--- config.mk ---
export PLATFORM = sky130hd
export DESIGN_NAME = scr1_ialu_mdu_seq_flat
export DESIGN_NICKNAME = d
export VERILOG_FILES = /design/src/rtl/scr1_ialu_mdu_seq_if.sv /design/src/rtl/scr1_ialu_mdu_seq.sv /design/src/flat_wrapper.sv
export SDC_FILE = /design/constraint.sdc
export NUM_CORES = 1
export LEC_CHECK = 0
export CORE_MARGIN = 4
export CORE_UTILIZATION = 55
export DETAILED_ROUTE_END_ITERATION = 7
export PLACE_DENSITY_LB_ADDON = 0.25
export SLEW_MARGIN = 20
export SYNTH_ARGS = -nofsm -noshare
export SYNTH_HDL_FRONTEND = slang
export SYNTH_SLANG_ARGS = --single-unit
--- constraint.sdc ---
create_clock -name clk -period 4.9 [get_ports clk]
set_input_delay 0.98 -clock clk [delete_from_list [all_inputs] [get_ports clk]]
set_output_delay 0.98 -clock clk [all_outputs]
set_load 0.005 [all_outputs]
--- src/rtl/scr1_ialu_mdu_seq_if.sv ---
// ---------------------------------------------------------------------------
// scr1_ialu_mdu_seq_if
// Command/result bundle between the IALU execute stage and the iterative
// multiply/divide sequencer.
//   cmd_vd_i  : command valid, held by the pipeline until res_rdy_o
//   cmd_i     : 0 MUL, 1 MULH, 2 MULHSU, 3 MULHU, 4 DIV, 5 DIVU, 6 REM, 7 REMU
//   op1_i     : rs1 operand (multiplicand / dividend)
//   op2_i     : rs2 operand (multiplier / divisor)
//   kill_i    : pipeline flush
//   busy_o    : sequencer not idle
//   res_rdy_o : one-cycle completion strobe
//   res_o     : result, valid with res_rdy_o, held otherwise
// master = execute stage, slave = sequencer.
// ---------------------------------------------------------------------------
interface scr1_ialu_mdu_seq_if #(
    parameter int XLEN = 32
);
    logic            cmd_vd_i;
    logic [2:0]      cmd_i;
    logic [XLEN-1:0] op1_i;
    logic [XLEN-1:0] op2_i;
    logic            kill_i;
    logic            busy_o;
    logic            res_rdy_o;
    logic [XLEN-1:0] res_o;

    modport master (
        output cmd_vd_i, cmd_i, op1_i, op2_i, kill_i,
        input  busy_o, res_rdy_o, res_o
    );

    modport slave (
        input  cmd_vd_i, cmd_i, op1_i, op2_i, kill_i,
        output busy_o, res_rdy_o, res_o
    );
endinterface

--- src/rtl/scr1_ialu_mdu_seq.sv ---
// ---------------------------------------------------------------------------
// scr1_ialu_mdu_seq
// Iterative RV32M sequencer: radix-2 shift-add multiply or restoring divide
// over XLEN cycles on operand magnitudes, followed by one sign-correction
// cycle and a one-cycle completion strobe.
// Ports:
//   clk   : clock
//   rst_n : asynchronous active-low reset
//   mdu   : command/result bundle (slave side), see scr1_ialu_mdu_seq_if
// ---------------------------------------------------------------------------
module scr1_ialu_mdu_seq #(
    parameter int XLEN = 32
) (
    input  logic                     clk,
    input  logic                     rst_n,
    scr1_ialu_mdu_seq_if.slave       mdu
);
    localparam int CW = $clog2(XLEN);

    localparam logic [1:0] ST_IDLE = 2'd0;
    localparam logic [1:0] ST_ITER = 2'd1;
    localparam logic [1:0] ST_CORR = 2'd2;
    localparam logic [1:0] ST_DONE = 2'd3;

    localparam logic [2:0] CMD_MUL    = 3'd0;
    localparam logic [2:0] CMD_MULH   = 3'd1;
    localparam logic [2:0] CMD_MULHSU = 3'd2;
    localparam logic [2:0] CMD_DIV    = 3'd4;
    localparam logic [2:0] CMD_REM    = 3'd6;
    localparam logic [2:0] CMD_REMU   = 3'd7;

    logic [1:0]      r_state;
    logic [CW-1:0]   r_cnt;
    logic [2:0]      r_cmd;
    logic            r_neg;
    logic [XLEN-1:0] r_opnd;     // multiplicand or divisor magnitude
    logic [XLEN-1:0] r_acc_hi;   // product high half / partial remainder
    logic [XLEN-1:0] r_acc_lo;   // multiplier->product low / dividend->quotient
    logic [XLEN-1:0] r_res_new;  // result being delivered in DONE
    logic [XLEN-1:0] r_res_hold; // last delivered result

    // ---------------- accept-time decode ----------------
    logic            w_accept;
    logic            w_op1_signed, w_op2_signed;
    logic            w_sign1, w_sign2, w_neg;
    logic [XLEN-1:0] w_mag1, w_mag2;
    logic            w_div_zero, w_div_ovf, w_fast;
    logic [XLEN-1:0] w_fast_res;

    assign w_accept     = (r_state == ST_IDLE) && mdu.cmd_vd_i && !mdu.kill_i;
    assign w_op1_signed = (mdu.cmd_i == CMD_MULH) || (mdu.cmd_i == CMD_MULHSU) ||
                          (mdu.cmd_i == CMD_DIV)  || (mdu.cmd_i == CMD_REM);
    assign w_op2_signed = (mdu.cmd_i == CMD_MULH) || (mdu.cmd_i == CMD_DIV) ||
                          (mdu.cmd_i == CMD_REM);
    assign w_sign1      = w_op1_signed && mdu.op1_i[XLEN-1];
    assign w_sign2      = w_op2_signed && mdu.op2_i[XLEN-1];
    assign w_mag1       = w_sign1 ? -mdu.op1_i : mdu.op1_i;
    assign w_mag2       = w_sign2 ? -mdu.op2_i : mdu.op2_i;
    // Remainder takes the dividend's sign; everything else the product of signs.
    assign w_neg        = ((mdu.cmd_i == CMD_REM) || (mdu.cmd_i == CMD_REMU)) ?
                          w_sign1 : (w_sign1 ^ w_sign2);

    assign w_div_zero = mdu.cmd_i[2] && (mdu.op2_i == '0);
    assign w_div_ovf  = ((mdu.cmd_i == CMD_DIV) || (mdu.cmd_i == CMD_REM)) &&
                        (mdu.op1_i == {1'b1, {(XLEN-1){1'b0}}}) && (&mdu.op2_i);
    assign w_fast     = w_div_zero || w_div_ovf;
    // cmd_i[1] separates REM* from DIV* among divide commands.
    assign w_fast_res = w_div_zero ? (mdu.cmd_i[1] ? mdu.op1_i : {XLEN{1'b1}}) :
                                     (mdu.cmd_i[1] ? {XLEN{1'b0}} : {1'b1, {(XLEN-1){1'b0}}});

    // ---------------- iteration datapath ----------------
    logic [XLEN:0]   w_mul_sum;
    logic [XLEN:0]   w_div_shift;
    logic [XLEN:0]   w_div_diff;
    logic            w_div_ge;
    logic [XLEN-1:0] w_hi_next, w_lo_next;

    assign w_mul_sum   = {1'b0, r_acc_hi} + (r_acc_lo[0] ? {1'b0, r_opnd} : {(XLEN+1){1'b0}});
    assign w_div_shift = {r_acc_hi, r_acc_lo[XLEN-1]};
    assign w_div_diff  = w_div_shift - {1'b0, r_opnd};
    // Shifted remainder is always < 2*divisor, so bit XLEN of the difference
    // is exactly the borrow.
    assign w_div_ge    = !w_div_diff[XLEN];

    assign w_hi_next = r_cmd[2] ? (w_div_ge ? w_div_diff[XLEN-1:0] : w_div_shift[XLEN-1:0])
                                : w_mul_sum[XLEN:1];
    assign w_lo_next = r_cmd[2] ? {r_acc_lo[XLEN-2:0], w_div_ge}
                                : {w_mul_sum[0], r_acc_lo[XLEN-1:1]};

    // ---------------- sign correction ----------------
    logic [2*XLEN-1:0] w_prod, w_prod_c;
    logic [XLEN-1:0]   w_div_sel, w_div_c, w_corr_res;

    assign w_prod     = {r_acc_hi, r_acc_lo};
    assign w_prod_c   = r_neg ? -w_prod : w_prod;
    assign w_div_sel  = r_cmd[1] ? r_acc_hi : r_acc_lo;
    assign w_div_c    = r_neg ? -w_div_sel : w_div_sel;
    assign w_corr_res = r_cmd[2] ? w_div_c :
                        (r_cmd == CMD_MUL) ? w_prod_c[XLEN-1:0] : w_prod_c[2*XLEN-1:XLEN];

    // ---------------- state machine ----------------
    always_ff @(posedge clk or negedge rst_n) begin
        if (!rst_n) begin
            r_state    <= ST_IDLE;
            r_cnt      <= '0;
            r_cmd      <= '0;
            r_neg      <= 1'b0;
            r_opnd     <= '0;
            r_acc_hi   <= '0;
            r_acc_lo   <= '0;
            r_res_new  <= '0;
            r_res_hold <= '0;
        end else begin
            case (r_state)
                ST_IDLE: begin
                    if (w_accept) begin
                        r_cmd <= mdu.cmd_i;
                        r_neg <= w_neg;
                        r_cnt <= '0;
                        if (w_fast) begin
                            r_res_new <= w_fast_res;
                            r_state   <= ST_DONE;
                        end else begin
                            r_state  <= ST_ITER;
                            r_acc_hi <= '0;
                            r_opnd   <= mdu.cmd_i[2] ? w_mag2 : w_mag1;
                            r_acc_lo <= mdu.cmd_i[2] ? w_mag1 : w_mag2;
                        end
                    end
                end
                ST_ITER: begin
                    if (mdu.kill_i) begin
                        r_state <= ST_IDLE;
                    end else begin
                        r_acc_hi <= w_hi_next;
                        r_acc_lo <= w_lo_next;
                        r_cnt    <= r_cnt + 1'b1;
                        if (r_cnt == CW'(XLEN-1)) begin
                            r_state <= ST_CORR;
                        end
                    end
                end
                ST_CORR: begin
                    if (mdu.kill_i) begin
                        r_state <= ST_IDLE;
                    end else begin
                        r_res_new <= w_corr_res;
                        r_state   <= ST_DONE;
                    end
                end
                default: begin // ST_DONE
                    r_state <= ST_IDLE;
                    if (!mdu.kill_i) begin
                        r_res_hold <= r_res_new;
                    end
                end
            endcase
        end
    end

    // A kill in DONE suppresses both the strobe and the result update.
    logic w_deliver;
    assign w_deliver     = (r_state == ST_DONE) && !mdu.kill_i;
    assign mdu.busy_o    = (r_state != ST_IDLE);
    assign mdu.res_rdy_o = w_deliver;
    assign mdu.res_o     = w_deliver ? r_res_new : r_res_hold;

endmodule

--- src/flat_wrapper.sv ---
// flat-port wrapper written by rule: the top's interface ports become plain ports
module scr1_ialu_mdu_seq_flat 
#(
    parameter int XLEN = 32
)
  (clk, rst_n, mdu_cmd_vd_i, mdu_cmd_i, mdu_op1_i, mdu_op2_i, mdu_kill_i, mdu_busy_o, mdu_res_rdy_o, mdu_res_o);
  scr1_ialu_mdu_seq_if #(.XLEN(XLEN)) mdu_i ();
  input  logic clk;
  input  logic rst_n;
  input wire logic [$bits(mdu_i.cmd_vd_i)-1:0] mdu_cmd_vd_i;
  input wire logic [$bits(mdu_i.cmd_i)-1:0] mdu_cmd_i;
  input wire logic [$bits(mdu_i.op1_i)-1:0] mdu_op1_i;
  input wire logic [$bits(mdu_i.op2_i)-1:0] mdu_op2_i;
  input wire logic [$bits(mdu_i.kill_i)-1:0] mdu_kill_i;
  output wire logic [$bits(mdu_i.busy_o)-1:0] mdu_busy_o;
  output wire logic [$bits(mdu_i.res_rdy_o)-1:0] mdu_res_rdy_o;
  output wire logic [$bits(mdu_i.res_o)-1:0] mdu_res_o;
  assign mdu_i.cmd_vd_i = mdu_cmd_vd_i;
  assign mdu_i.cmd_i = mdu_cmd_i;
  assign mdu_i.op1_i = mdu_op1_i;
  assign mdu_i.op2_i = mdu_op2_i;
  assign mdu_i.kill_i = mdu_kill_i;
  assign mdu_busy_o = mdu_i.busy_o;
  assign mdu_res_rdy_o = mdu_i.res_rdy_o;
  assign mdu_res_o = mdu_i.res_o;
  scr1_ialu_mdu_seq #(.XLEN(XLEN)) u_core (.clk(clk), .rst_n(rst_n), .mdu(mdu_i));
endmodule
# --- Word level (Yosys, flattened, before mapping) ---
# Index checks and enable logic that the tools add are counted.
word_totals:
  register_bits: 171
  input_bits: 71
  out_inout_bits: 34
op_classes:
  n_addsub: 7
  eq_ne: 16
  n_mux: 39
  bitwise_logic: 4
  n_reduce_logical: 33
ops:
  columns: ["operator", "n"]
  rows:
  - ["$mux W32", 25]
  - ["$pmux W32 S2", 3]
  - ["$neg A32 Y32", 3]
  - ["$mux W64", 1]
  - ["$neg A64 Y64", 1]
  - ["$add A32 B33 Y33", 1]
  - ["$sub A33 B32 Y33", 1]
  - ["$eq A32 B32 Y1 const B", 1]
  - ["$logic_not A32 Y1", 1]
  - ["$reduce_and A32 Y1", 1]
  - ["$mux W2", 5]
  - ["$mux W5", 2]
  - ["$pmux W5 S2", 1]
  - ["$eq A3 B3 Y1 const B", 3]
  - ["$logic_and A1 B1 Y1", 8]
  - ["$logic_or A1 B1 Y1", 8]
  - ["$reduce_and A4 Y1", 2]
  - ["$ne A2 B2 Y1 const B", 3]
  - ["$pmux W2 S3", 1]
  - ["$reduce_and A2 Y1", 3]
  - ["$reduce_and A3 Y1", 2]
  - ["$reduce_bool A2 Y1", 3]
  - ["$add A5 B1 Y5 const B", 1]
  - ["$eq A5 B5 Y1 const B", 1]
  - ["13 further kinds", 18]

# --- Logic depth before layout (Yosys ltp) ---
# Gate-level depths: netlist of run 1.
logic_depth:
  depth_word: 10
  depth_mapped: 15

# --- Worst setup path after synthesis of run 1 ---
# OpenSTA, ideal clock, no wires.
synth_timing:
  kind: "reg2reg"
  from: "reg u_core.r_cmd[1]"
  to: "reg u_core.r_res_new[26]"
  setup_time_ps: 126
  arrival_time_ps: 4001
  t_required_ps: 4774
  slack_ps: 773
  path_stages_with_launch: 15
  path_buffers: 5
  cell_sequence: "dfrtp_1 > buf_4 > clkbuf_1 > buf_1 > clkbuf_1 > buf_1 > mux2i_1 > ha_1 > o21ai_0 > nor4_1 > nand2_1 > o31ai_1 > xnor2_1 > a22oi_1 > a221o_1"
synth_via:
  elab_chain_len: 6
synth_rtl:
  columns: ["element", "line", "text"]
  rows:
  - ["from (decl)", "scr1_ialu_mdu_seq.sv:34", "logic [2:0] r_cmd;"]
  - ["from (signal assigned)", "scr1_ialu_mdu_seq.sv:117", "r_cmd <= mdu.cmd_i;"]
  - ["$mux W32", "scr1_ialu_mdu_seq.sv:96", "assign w_div_sel = r_cmd[1] ? r_acc_hi : r_acc_lo;"]
  - ["$neg A32 Y32", "scr1_ialu_mdu_seq.sv:97", "assign w_div_c = r_neg ? -w_div_sel : w_div_sel;"]
  - ["$mux W32", "scr1_ialu_mdu_seq.sv:97", null]
  - ["$mux W32 *", "scr1_ialu_mdu_seq.sv:98", "assign w_corr_res = r_cmd[2] ? w_div_c :"]
  - ["$mux W32 *", "scr1_ialu_mdu_seq.sv:144", "if (mdu.kill_i) begin"]
  - ["$pmux W32 S2 *", "scr1_ialu_mdu_seq.sv:114", "case (r_state)"]
  - ["to (signal assigned)", "scr1_ialu_mdu_seq.sv:121", "r_res_new <= w_fast_res;"]
  - ["to (signal assigned)", "scr1_ialu_mdu_seq.sv:147", "r_res_new <= w_corr_res;"]
  - ["to (decl)", "scr1_ialu_mdu_seq.sv:39", "logic [XLEN-1:0] r_res_new;"]
# Mark *: on every way between the ends. The rest lies on a longest branch, timed or not. The select of a mux whose other input is x is not followed.
# A chain may end at the register's enable or synchronous reset.

# --- Worst setup path after layout of run 1 ---
layout_timing:
  from: "in mdu_op2_i[20]"
  to: "reg u_core.r_res_new[22]"
layout_via:
  elab_chain_len: 6
layout_rtl:
  columns: ["element", "line", "text"]
  rows:
  - ["from (decl)", "flat_wrapper.sv:13", "input wire logic [$bits(mdu_i.op2_i)-1:0] mdu_op2_i;"]
  - ["$logic_not A32 Y1", "scr1_ialu_mdu_seq.sv:63", "assign w_div_zero = mdu.cmd_i[2] && (mdu.op2_i == '0);"]
  - ["$logic_and A1 B1 Y1", "scr1_ialu_mdu_seq.sv:63", null]
  - ["$mux W32", "scr1_ialu_mdu_seq.sv:68", "assign w_fast_res = w_div_zero ? (mdu.cmd_i[1] ? mdu.op1_i : {XLEN{1'b1}}) :"]
  - ["$mux W32", "scr1_ialu_mdu_seq.sv:120", "if (w_fast) begin"]
  - ["$mux W32", "scr1_ialu_mdu_seq.sv:116", "if (w_accept) begin"]
  - ["$pmux W32 S2", "scr1_ialu_mdu_seq.sv:114", null]
# Several ways; a longest one is shown, not always the timed one. The select of a mux whose other input is x is not followed.

==> metrics.txt, run 1 <==
# TYPE chip_impl_metric gauge
chip_impl_metric{name="grt_pass1_wl",unit="µm"} 99100
chip_impl_metric{name="tritoncts_sink_count",unit=""} 171
chip_impl_metric{name="netlist-cell-type-count",unit=""} 85
chip_impl_metric{name="syn_to_final_growth",unit="%"} 11.7
chip_impl_metric{name="vdd_ir_drop_max",unit="mV"} 0.317
chip_impl_metric{name="start_util",unit="%"} 56.4
chip_impl_metric{name="final.setup.worst_slack",unit="ns"} 0.590
chip_impl_info{name="unrepaired_setup_endpoints_after_global_routing",value="false"} 1
chip_impl_metric{name="die_area",unit="µm²"} 33700
chip_impl_metric{name="number_of_global_route_vias_before_repair",unit=""} 16600
chip_impl_metric{name="maxClockFrequency",unit="MHz"} 232
chip_impl_info{name="cts_root_buf",value="sky130_fd_sc_hd__clkbuf_16"} 1
chip_impl_metric{name="total_leakage_power",unit="nW"} 8.33
chip_impl_metric{name="routabilityCongestion",unit=""} 1.02
chip_impl_metric{name="fin_worst_skew",unit="ns"} 0.0172
chip_impl_metric{name="dr.pass1.iters",unit=""} 6
chip_impl_metric{name="reg2regPathDepth",unit=""} 9
chip_impl_metric{name="post-cts-setup-buffer-count",unit=""} 0
chip_impl_metric{name="antenna_violating_nets_post_route",unit=""} 0
chip_impl_info{name="setup.worst_path.end_class",value="flip-flop"} 1
chip_impl_info{name="postSynth.topFlopCell",value="sky130_fd_sc_hd__dfrtp_1"} 1
chip_impl_metric{name="powerDensity",unit="nW/µm²"} 423
chip_impl_metric{name="chipWidth",unit="µm"} 183
chip_impl_metric{name="port_buffers",unit=""} 104
chip_impl_metric{name="totalPowerFinal",unit="mW"} 8.01
chip_impl_metric{name="fin_nets",unit=""} 2425
chip_impl_metric{name="postSynth.asyncResetShare",unit="%"} 100
chip_impl_metric{name="viasPerCell",unit=""} 6.62
chip_impl_metric{name="detailed_place_hpwl",unit="µm"} 50400
chip_impl_metric{name="yosys_warnings",unit=""} 0
chip_impl_info{name="status",value="finished clean"} 1
chip_impl_metric{name="postCtsResizedCells",unit=""} 0
chip_impl_metric{name="route.vias.total",unit=""} 17800
chip_impl_info{name="worstHoldPathType",value="reg2reg"} 1
chip_impl_metric{name="critical_path_peak_fanout",unit=""} 26
chip_impl_metric{name="cts_hold_buffers",unit=""} 0
chip_impl_metric{name="wl_per_cell",unit="µm"} 24.2
chip_impl_metric{name="timing.critical_path.required",unit="ns"} 5.25
chip_impl_info{name="cp-start-kind",value="primary input"} 1
chip_impl_metric{name="dr_drc_count",unit=""} 0
chip_impl_metric{name="final_hold_viol_count",unit=""} 0
chip_impl_metric{name="drive_above_1_share",unit="%"} 6.45
chip_impl_metric{name="timing_worst_slew_pin_value",unit="ns"} 1.23
chip_impl_metric{name="globalRouteTotalUtil",unit="%"} 37.9
chip_impl_metric{name="drv.max_cap_violation_count",unit=""} 0
chip_impl_metric{name="yosys_register_bits",unit=""} 171
chip_impl_metric{name="synth_seq_area_share",unit="%"} 25.3
chip_impl_metric{name="drt-initial-drc-count",unit=""} 2056
chip_impl_info{name="grt_peak_use_layer",value="met2"} 1
chip_impl_metric{name="die_h",unit="µm"} 183
chip_impl_metric{name="dpl_worst_slack",unit="ns"} 0.210
chip_impl_metric{name="stdcell_area",unit="µm²"} 18900
chip_impl_metric{name="layout_worst_path_cycle_share",unit="%"} 88.0
chip_impl_metric{name="clock_buffer_count_from_cts",unit=""} 17
chip_impl_metric{name="num_rows",unit=""} 63
chip_impl_metric{name="syn-cell-area",unit="µm²"} 16900
chip_impl_metric{name="grt_util_met2",unit="%"} 56.6
chip_impl_metric{name="avg_cell_area_syn",unit="µm²"} 7.48
chip_impl_metric{name="synth_cells",unit=""} 2263
chip_impl_metric{name="synth_edf_count",unit=""} 0
chip_impl_metric{name="hold_depth",unit=""} 2
chip_impl_metric{name="grt_util_met1",unit="%"} 52.9
chip_impl_metric{name="max_slew_violation_count",unit=""} 0
chip_impl_info{name="critPathKind",value="in2reg"} 1
chip_impl_metric{name="timing.max_slew.rel_slack",unit="%"} 17.0
chip_impl_metric{name="setup_violations",unit=""} 0
chip_impl_metric{name="antenna_violations_before_repair",unit=""} 2
chip_impl_metric{name="design.portCount",unit=""} 105
chip_impl_metric{name="totalWireLength",unit="µm"} 65000
chip_impl_metric{name="setup_total_negative_slack",unit="ns"} 0
chip_impl_metric{name="clkLatencyLatePin",unit="ns"} 0.47
chip_impl_info{name="cts_tree",value="built"} 1
chip_impl_metric{name="fin_crit",unit="ns"} 4.31
chip_impl_metric{name="cts_htree_levels",unit=""} 4
chip_impl_metric{name="place_area",unit="µm²"} 18300
chip_impl_metric{name="synth.net_count",unit=""} 2407
chip_impl_metric{name="cp.arrival",unit="ns"} 4.66
chip_impl_metric{name="worst_hold_slack",unit="ns"} 0.471
chip_impl_metric{name="clk_path_buf_depth",unit=""} 2
chip_impl_metric{name="largest_net_degree_at_the_start_of_global_routing",unit=""} 89
chip_impl_metric{name="clk_pin_slew",unit="ns"} 0.07
chip_impl_metric{name="global_route.overflow_total",unit=""} 0
chip_impl_metric{name="grt_use_met3",unit="%"} 7.84
chip_impl_metric{name="coreArea",unit="µm²"} 30000
## logic make-up (layout without fill, tap and decap cells)
logic type,Yosys count,count (layout),synth area share [%]
buf+inv,238,269,5.44
xor+xnor,194,194,10.0
flops,171,171,25.3
mux,121,121,7.26
other cells,0,2,0
simple gates,808,808,21.8
fa+ha+maj,73,73,5.48
compound gates,658,658,24.7
## Yosys cell counts, types with 27 or more instances
master / instances / area [µm²]
sky130_fd_sc_hd__xnor2_1: 94 / 823
sky130_fd_sc_hd__nor2_1: 227 / 852
sky130_fd_sc_hd__o21ai_0: 205 / 1030
sky130_fd_sc_hd__ha_1: 71 / 888
sky130_fd_sc_hd__inv_1: 72 / 270
sky130_fd_sc_hd__mux2i_1: 107 / 1070
sky130_fd_sc_hd__nand3_1: 27 / 135
sky130_fd_sc_hd__nor3_1: 52 / 260
sky130_fd_sc_hd__a21oi_1: 156 / 781
sky130_fd_sc_hd__o31ai_1: 38 / 285
sky130_fd_sc_hd__a31oi_1: 38 / 238
sky130_fd_sc_hd__a21o_1: 28 / 210
sky130_fd_sc_hd__dfrtp_1: 171 / 4280
sky130_fd_sc_hd__nand2_1: 326 / 1220
sky130_fd_sc_hd__xor2_1: 100 / 876
sky130_fd_sc_hd__clkbuf_1: 138 / 518
## placed cells by master (no fill, tap or decap), types with 12 or more instances in the layout
cell	synthesis	final
sky130_fd_sc_hd__or4_1	18	18
sky130_fd_sc_hd__o41ai_1	12	12
sky130_fd_sc_hd__mux2i_1	107	107
sky130_fd_sc_hd__a22oi_1	17	17
sky130_fd_sc_hd__clkbuf_16	0	17
sky130_fd_sc_hd__or3_1	24	24
sky130_fd_sc_hd__ha_1	71	71
sky130_fd_sc_hd__a21o_1	28	28
sky130_fd_sc_hd__and3_1	15	15
sky130_fd_sc_hd__clkdlybuf4s50_1	0	102
sky130_fd_sc_hd__a31oi_1	38	38
sky130_fd_sc_hd__a21oi_1	156	156
sky130_fd_sc_hd__inv_1	72	72
sky130_fd_sc_hd__o211ai_1	19	19
sky130_fd_sc_hd__o21a_1	12	12
sky130_fd_sc_hd__dfrtp_1	171	168
sky130_fd_sc_hd__mux2_2	14	14
sky130_fd_sc_hd__a211oi_1	18	18
sky130_fd_sc_hd__o21ai_0	205	205
sky130_fd_sc_hd__xor2_1	100	100
sky130_fd_sc_hd__nand2b_1	16	15
sky130_fd_sc_hd__buf_4	1	58
sky130_fd_sc_hd__nand2_1	326	325
sky130_fd_sc_hd__o31ai_1	38	38
sky130_fd_sc_hd__nor4_1	21	21
sky130_fd_sc_hd__nand3_1	27	27
sky130_fd_sc_hd__o221ai_1	13	13
sky130_fd_sc_hd__xnor2_1	94	94
sky130_fd_sc_hd__nor2_1	227	226
sky130_fd_sc_hd__nand4_1	17	17
sky130_fd_sc_hd__nor3_1	52	50
## final cells by class
type	count	area [µm²]
diodes	2	5.00
clock buffers	17	425
clock inverters	15	176
fillers	2705	11100
inverters	73	274
multi-input cells	1854	11800
flip-flops and latches	171	4280
well taps	390	488
repair buffers	164	1510
## where the power goes
group	switching [mW]	internal (mW)
Clock	0.701	0.731
Sequential	0.495	1.61
Combinational	2.71	1.76
Total	3.91	4.10
## registers in the layout, summed over array words and instances, names as in the netlist
register / flops
u_core.r_res_new: 32
u_core.r_state: 2
u_core.r_acc_hi: 32
u_core.r_cmd: 3
u_core.r_cnt: 5
u_core.r_opnd: 32
u_core.r_acc_lo: 32
u_core.r_res_hold: 32
u_core.r_neg: 1
## worst max-delay path, cell delays in order
cell and delay [ns]:
sky130_fd_sc_hd__clkdlybuf4s50_1 0.48, sky130_fd_sc_hd__or4_1 0.64, sky130_fd_sc_hd__nor4_1 0.55, sky130_fd_sc_hd__and4_1 0.37, sky130_fd_sc_hd__a41o_1 0.34, sky130_fd_sc_hd__a21oi_1 0.18, sky130_fd_sc_hd__or3_1 0.66, sky130_fd_sc_hd__a221o_1 0.46
## final timing paths
kind / startpoint / endpoint / slack [ns]
worst max register to register: u_core.r_acc_lo[0] / u_core.r_res_new[25] / 0.71
min in group asynchronous: rst_n / u_core.r_acc_hi[22] / 0.55
max in group asynchronous: rst_n / u_core.r_res_new[8] / 3.37
worst min-delay path: u_core.r_res_hold[7] / u_core.r_res_hold[7] / 0.47
worst max-delay path: mdu_op2_i[20] / u_core.r_res_new[22] / 0.59
worst min register to register: u_core.r_res_hold[7] / u_core.r_res_hold[7] / 0.47
## metal layers
metal	part of all wire, %	wire, µm	up-vias
met5	0	0	-
met4	5.2	3360	0
met3	10	6650	160
met2	43	28000	967
met1	42	27000	8492
li1	-	-	8149
## through the flow
| stage | std cells | utilization [%] |
|---|---|---|
| 3_5_place_dp | 2652 | 61.0 |
| 2_1_floorplan | 2263 | - |
| 3_3_place_gp | 2652 | 61.0 |
| 6_report | 2686 | 63.0 |
| 5_1_grt | 2684 | 63.0 |
| 4_1_cts | 2684 | 63.0 |
No activity file was read; power rests on OpenSTA's default activity.
==> run 2: changes to the inputs <==
MAX_ROUTING_LAYER = met4   (was unset)
==> metrics.txt, run 2 (synthesized netlist as in run 1, its figures left out) <==
# TYPE chip_impl_metric gauge
chip_impl_info{name="min_delay_worst_endpoint",value="u_core.r_res_hold[8]"} 1
chip_impl_metric{name="cts_hold_buffers",unit=""} 0
chip_impl_metric{name="antenna_violating_nets_post_route",unit=""} 0
chip_impl_metric{name="drv.max_cap_violation_count",unit=""} 0
chip_impl_metric{name="maxClockFrequency",unit="MHz"} 231
chip_impl_metric{name="num_rows",unit=""} 63
chip_impl_metric{name="wl_per_cell",unit="µm"} 24.1
chip_impl_metric{name="antenna_violations_before_repair",unit=""} 1
chip_impl_metric{name="port_buffers",unit=""} 104
chip_impl_metric{name="ff2ff_setup_slack",unit="ns"} 0.57
chip_impl_metric{name="final.setup.worst_slack",unit="ns"} 0.573
chip_impl_metric{name="setup_total_negative_slack",unit="ns"} 0
chip_impl_metric{name="coreArea",unit="µm²"} 30000
chip_impl_metric{name="drt-initial-drc-count",unit=""} 2070
chip_impl_metric{name="cp.arrival",unit="ns"} 4.69
chip_impl_info{name="min_from",value="u_core.r_res_hold[8]"} 1
chip_impl_metric{name="die_h",unit="µm"} 183
chip_impl_metric{name="final_hold_viol_count",unit=""} 0
chip_impl_metric{name="drive_above_1_share",unit="%"} 6.49
chip_impl_metric{name="largest_net_degree_at_the_start_of_global_routing",unit=""} 99
chip_impl_info{name="worstHoldPathType",value="reg2reg"} 1
chip_impl_info{name="unrepaired_setup_endpoints_after_global_routing",value="false"} 1
chip_impl_info{name="most-common-layout-cells",value="325 x sky130_fd_sc_hd__nand2_1, 226 x sky130_fd_sc_hd__nor2_1, 205 x sky130_fd_sc_hd__o21ai_0, 168 x sky130_fd_sc_hd__dfrtp_1, 156 x sky130_fd_sc_hd__a21oi_1"} 1
chip_impl_info{name="critPathKind",value="reg2reg"} 1
chip_impl_info{name="setup.worst_path.start",value="u_core.r_acc_lo[31]"} 1
chip_impl_metric{name="globalRouteTotalUtil",unit="%"} 38.6
chip_impl_metric{name="viasPerCell",unit=""} 6.55
chip_impl_info{name="critical_path.reg2reg.endpoint",value="u_core.r_acc_hi[0]"} 1
chip_impl_metric{name="timing_worst_slew_pin_value",unit="ns"} 1.12
chip_impl_metric{name="die_area",unit="µm²"} 33700
chip_impl_metric{name="number_of_global_route_vias_before_repair",unit=""} 16300
chip_impl_info{name="cts_tree",value="built"} 1
chip_impl_metric{name="cts_htree_levels",unit=""} 4
chip_impl_info{name="status",value="finished clean"} 1
chip_impl_metric{name="dr.pass1.iters",unit=""} 6
chip_impl_info{name="cp-start-kind",value="flip-flop"} 1
chip_impl_info{name="layout.cells.most_common",value="sky130_fd_sc_hd__nand2_1"} 1
chip_impl_metric{name="routabilityCongestion",unit=""} 1.06
chip_impl_metric{name="totalWireLength",unit="µm"} 64800
chip_impl_metric{name="fin_worst_skew",unit="ns"} 0.0210
chip_impl_metric{name="vdd_ir_drop_max",unit="mV"} 0.355
chip_impl_metric{name="reg2regPathDepth",unit=""} 13
chip_impl_metric{name="clkLatencyLatePin",unit="ns"} 0.46
chip_impl_metric{name="timing.max_slew.rel_slack",unit="%"} 24.4
chip_impl_metric{name="total_leakage_power",unit="nW"} 8.31
chip_impl_metric{name="clock_buffer_count_from_cts",unit=""} 17
chip_impl_metric{name="clk_pin_slew",unit="ns"} 0.07
chip_impl_metric{name="hold_depth",unit=""} 2
chip_impl_metric{name="dpl_worst_slack",unit="ns"} 0.337
chip_impl_metric{name="detailed_place_hpwl",unit="µm"} 50400
chip_impl_metric{name="postCtsResizedCells",unit=""} 0
chip_impl_metric{name="max_slew_violation_count",unit=""} 0
chip_impl_metric{name="design.portCount",unit=""} 105
chip_impl_metric{name="clk_path_buf_depth",unit=""} 2
chip_impl_metric{name="dr_drc_count",unit=""} 0
chip_impl_metric{name="chipWidth",unit="µm"} 183
chip_impl_metric{name="syn_to_final_growth",unit="%"} 11.7
chip_impl_metric{name="start_util",unit="%"} 56.4
chip_impl_metric{name="fin_nets",unit=""} 2426
chip_impl_metric{name="layout_worst_path_cycle_share",unit="%"} 88.3
chip_impl_info{name="setup.worst_path.end_class",value="flip-flop"} 1
chip_impl_metric{name="critical_path_peak_fanout",unit=""} 17
chip_impl_metric{name="global_route.overflow_total",unit=""} 0
chip_impl_metric{name="timing.critical_path.required",unit="ns"} 5.26
chip_impl_metric{name="tritoncts_sink_count",unit=""} 171
chip_impl_metric{name="post-cts-setup-buffer-count",unit=""} 0
chip_impl_metric{name="powerDensity",unit="nW/µm²"} 420
chip_impl_metric{name="route.vias.total",unit=""} 17600
chip_impl_metric{name="fin_crit",unit="ns"} 4.33
chip_impl_info{name="cts_root_buf",value="sky130_fd_sc_hd__clkbuf_16"} 1
chip_impl_metric{name="setup_violations",unit=""} 0
chip_impl_metric{name="grt_pass1_wl",unit="µm"} 97100
chip_impl_info{name="r2r_start",value="u_core.r_acc_lo[31]"} 1
[run 2: changes by cell type in the layout (fill, tap and decap cells not counted)]
| cell | before | now |
|---|---|---|
| sky130_fd_sc_hd__buf_12 | 2 | 3 |
| sky130_fd_sc_hd__bufinv_16 | 1 | 0 |
| sky130_fd_sc_hd__clkinv_4 | 3 | 1 |
| sky130_fd_sc_hd__clkinvlp_4 | 1 | 3 |
| sky130_fd_sc_hd__inv_6 | 4 | 7 |
| sky130_fd_sc_hd__inv_8 | 4 | 2 |
[run 2: worst max-delay path by stage]
| stage | cells past startpoint | end | slack (ns) |
|---|---|---|---|
| floorplan | 14 | u_core.r_res_new[26] | 0.77 |
| global placement | 10 | u_core.r_res_new[16] | 0.43 |
| detailed placement | 10 | u_core.r_res_new[27] | 0.34 |
| CTS | 13 | u_core.r_acc_hi[0] | 0.65 |
| global route | 13 | u_core.r_acc_hi[0] | 0.35 |
| finish | 13 | u_core.r_acc_hi[0] | 0.57 |
[run 2: critical path, cell delays in order (launching register included)]
cell and delay (ns):
sky130_fd_sc_hd__dfrtp_1 0.60, sky130_fd_sc_hd__inv_1 0.16, sky130_fd_sc_hd__ha_1 0.26, sky130_fd_sc_hd__fa_1 0.41, sky130_fd_sc_hd__nand2b_1 0.20, sky130_fd_sc_hd__a21oi_1 0.30, sky130_fd_sc_hd__o21ba_2 0.26, sky130_fd_sc_hd__a311o_1 0.39
sky130_fd_sc_hd__o211ai_1 0.18, sky130_fd_sc_hd__nand3_1 0.28, sky130_fd_sc_hd__and3_1 0.32, sky130_fd_sc_hd__buf_4 0.35, sky130_fd_sc_hd__mux2_2 0.38, sky130_fd_sc_hd__o221ai_1 0.13
[run 2: per-stage QoR]
stage / hold slack [ns] / std cells / cell area, µm² / total power [mW] / util [%]
after floorplan: 0.439 / 2263 / 16900 / 5.12 / -
after global placement: 0.451 / 2653 / 18300 / 6.34 / 61.0
after detailed placement: 0.457 / 2653 / 18300 / 6.44 / 61.0
after CTS: 0.476 / 2685 / 18900 / 7.81 / 63.0
after global routing: 0.488 / 2686 / 18900 / 8.38 / 63.0
final: 0.471 / 2687 / 18900 / 7.94 / 63.0
[run 2: layer usage]
metal	track usage [%]	vias to the layer above	wire length [µm]
met5	-	-	0
met4	19.5	0	3580
met3	6.69	180	6070
met2	55.7	905	28000
met1	52.2	8365	27200
li1	-	8141	-
[run 2: report_power, final]
group | internal, mW | total (mW) | switching [mW]
Sequential | 1.61 | 2.10 | 0.486
Clock | 0.676 | 1.37 | 0.695
Combinational | 1.75 | 4.48 | 2.73
Total | 4.04 | 7.94 | 3.91
[run 2: area by class of cell]
class                           count  area, µm²
Clock inverter                     15        148
Clock buffer                       17        425
Fill cell                        2714      11100
Antenna cell                        2       5.00
Multi-Input combinational cell   1854      11800
Timing Repair Buffer              165       1530
Inverter                           73        274
Tap cell                          390        488
Sequential cell                   171       4280
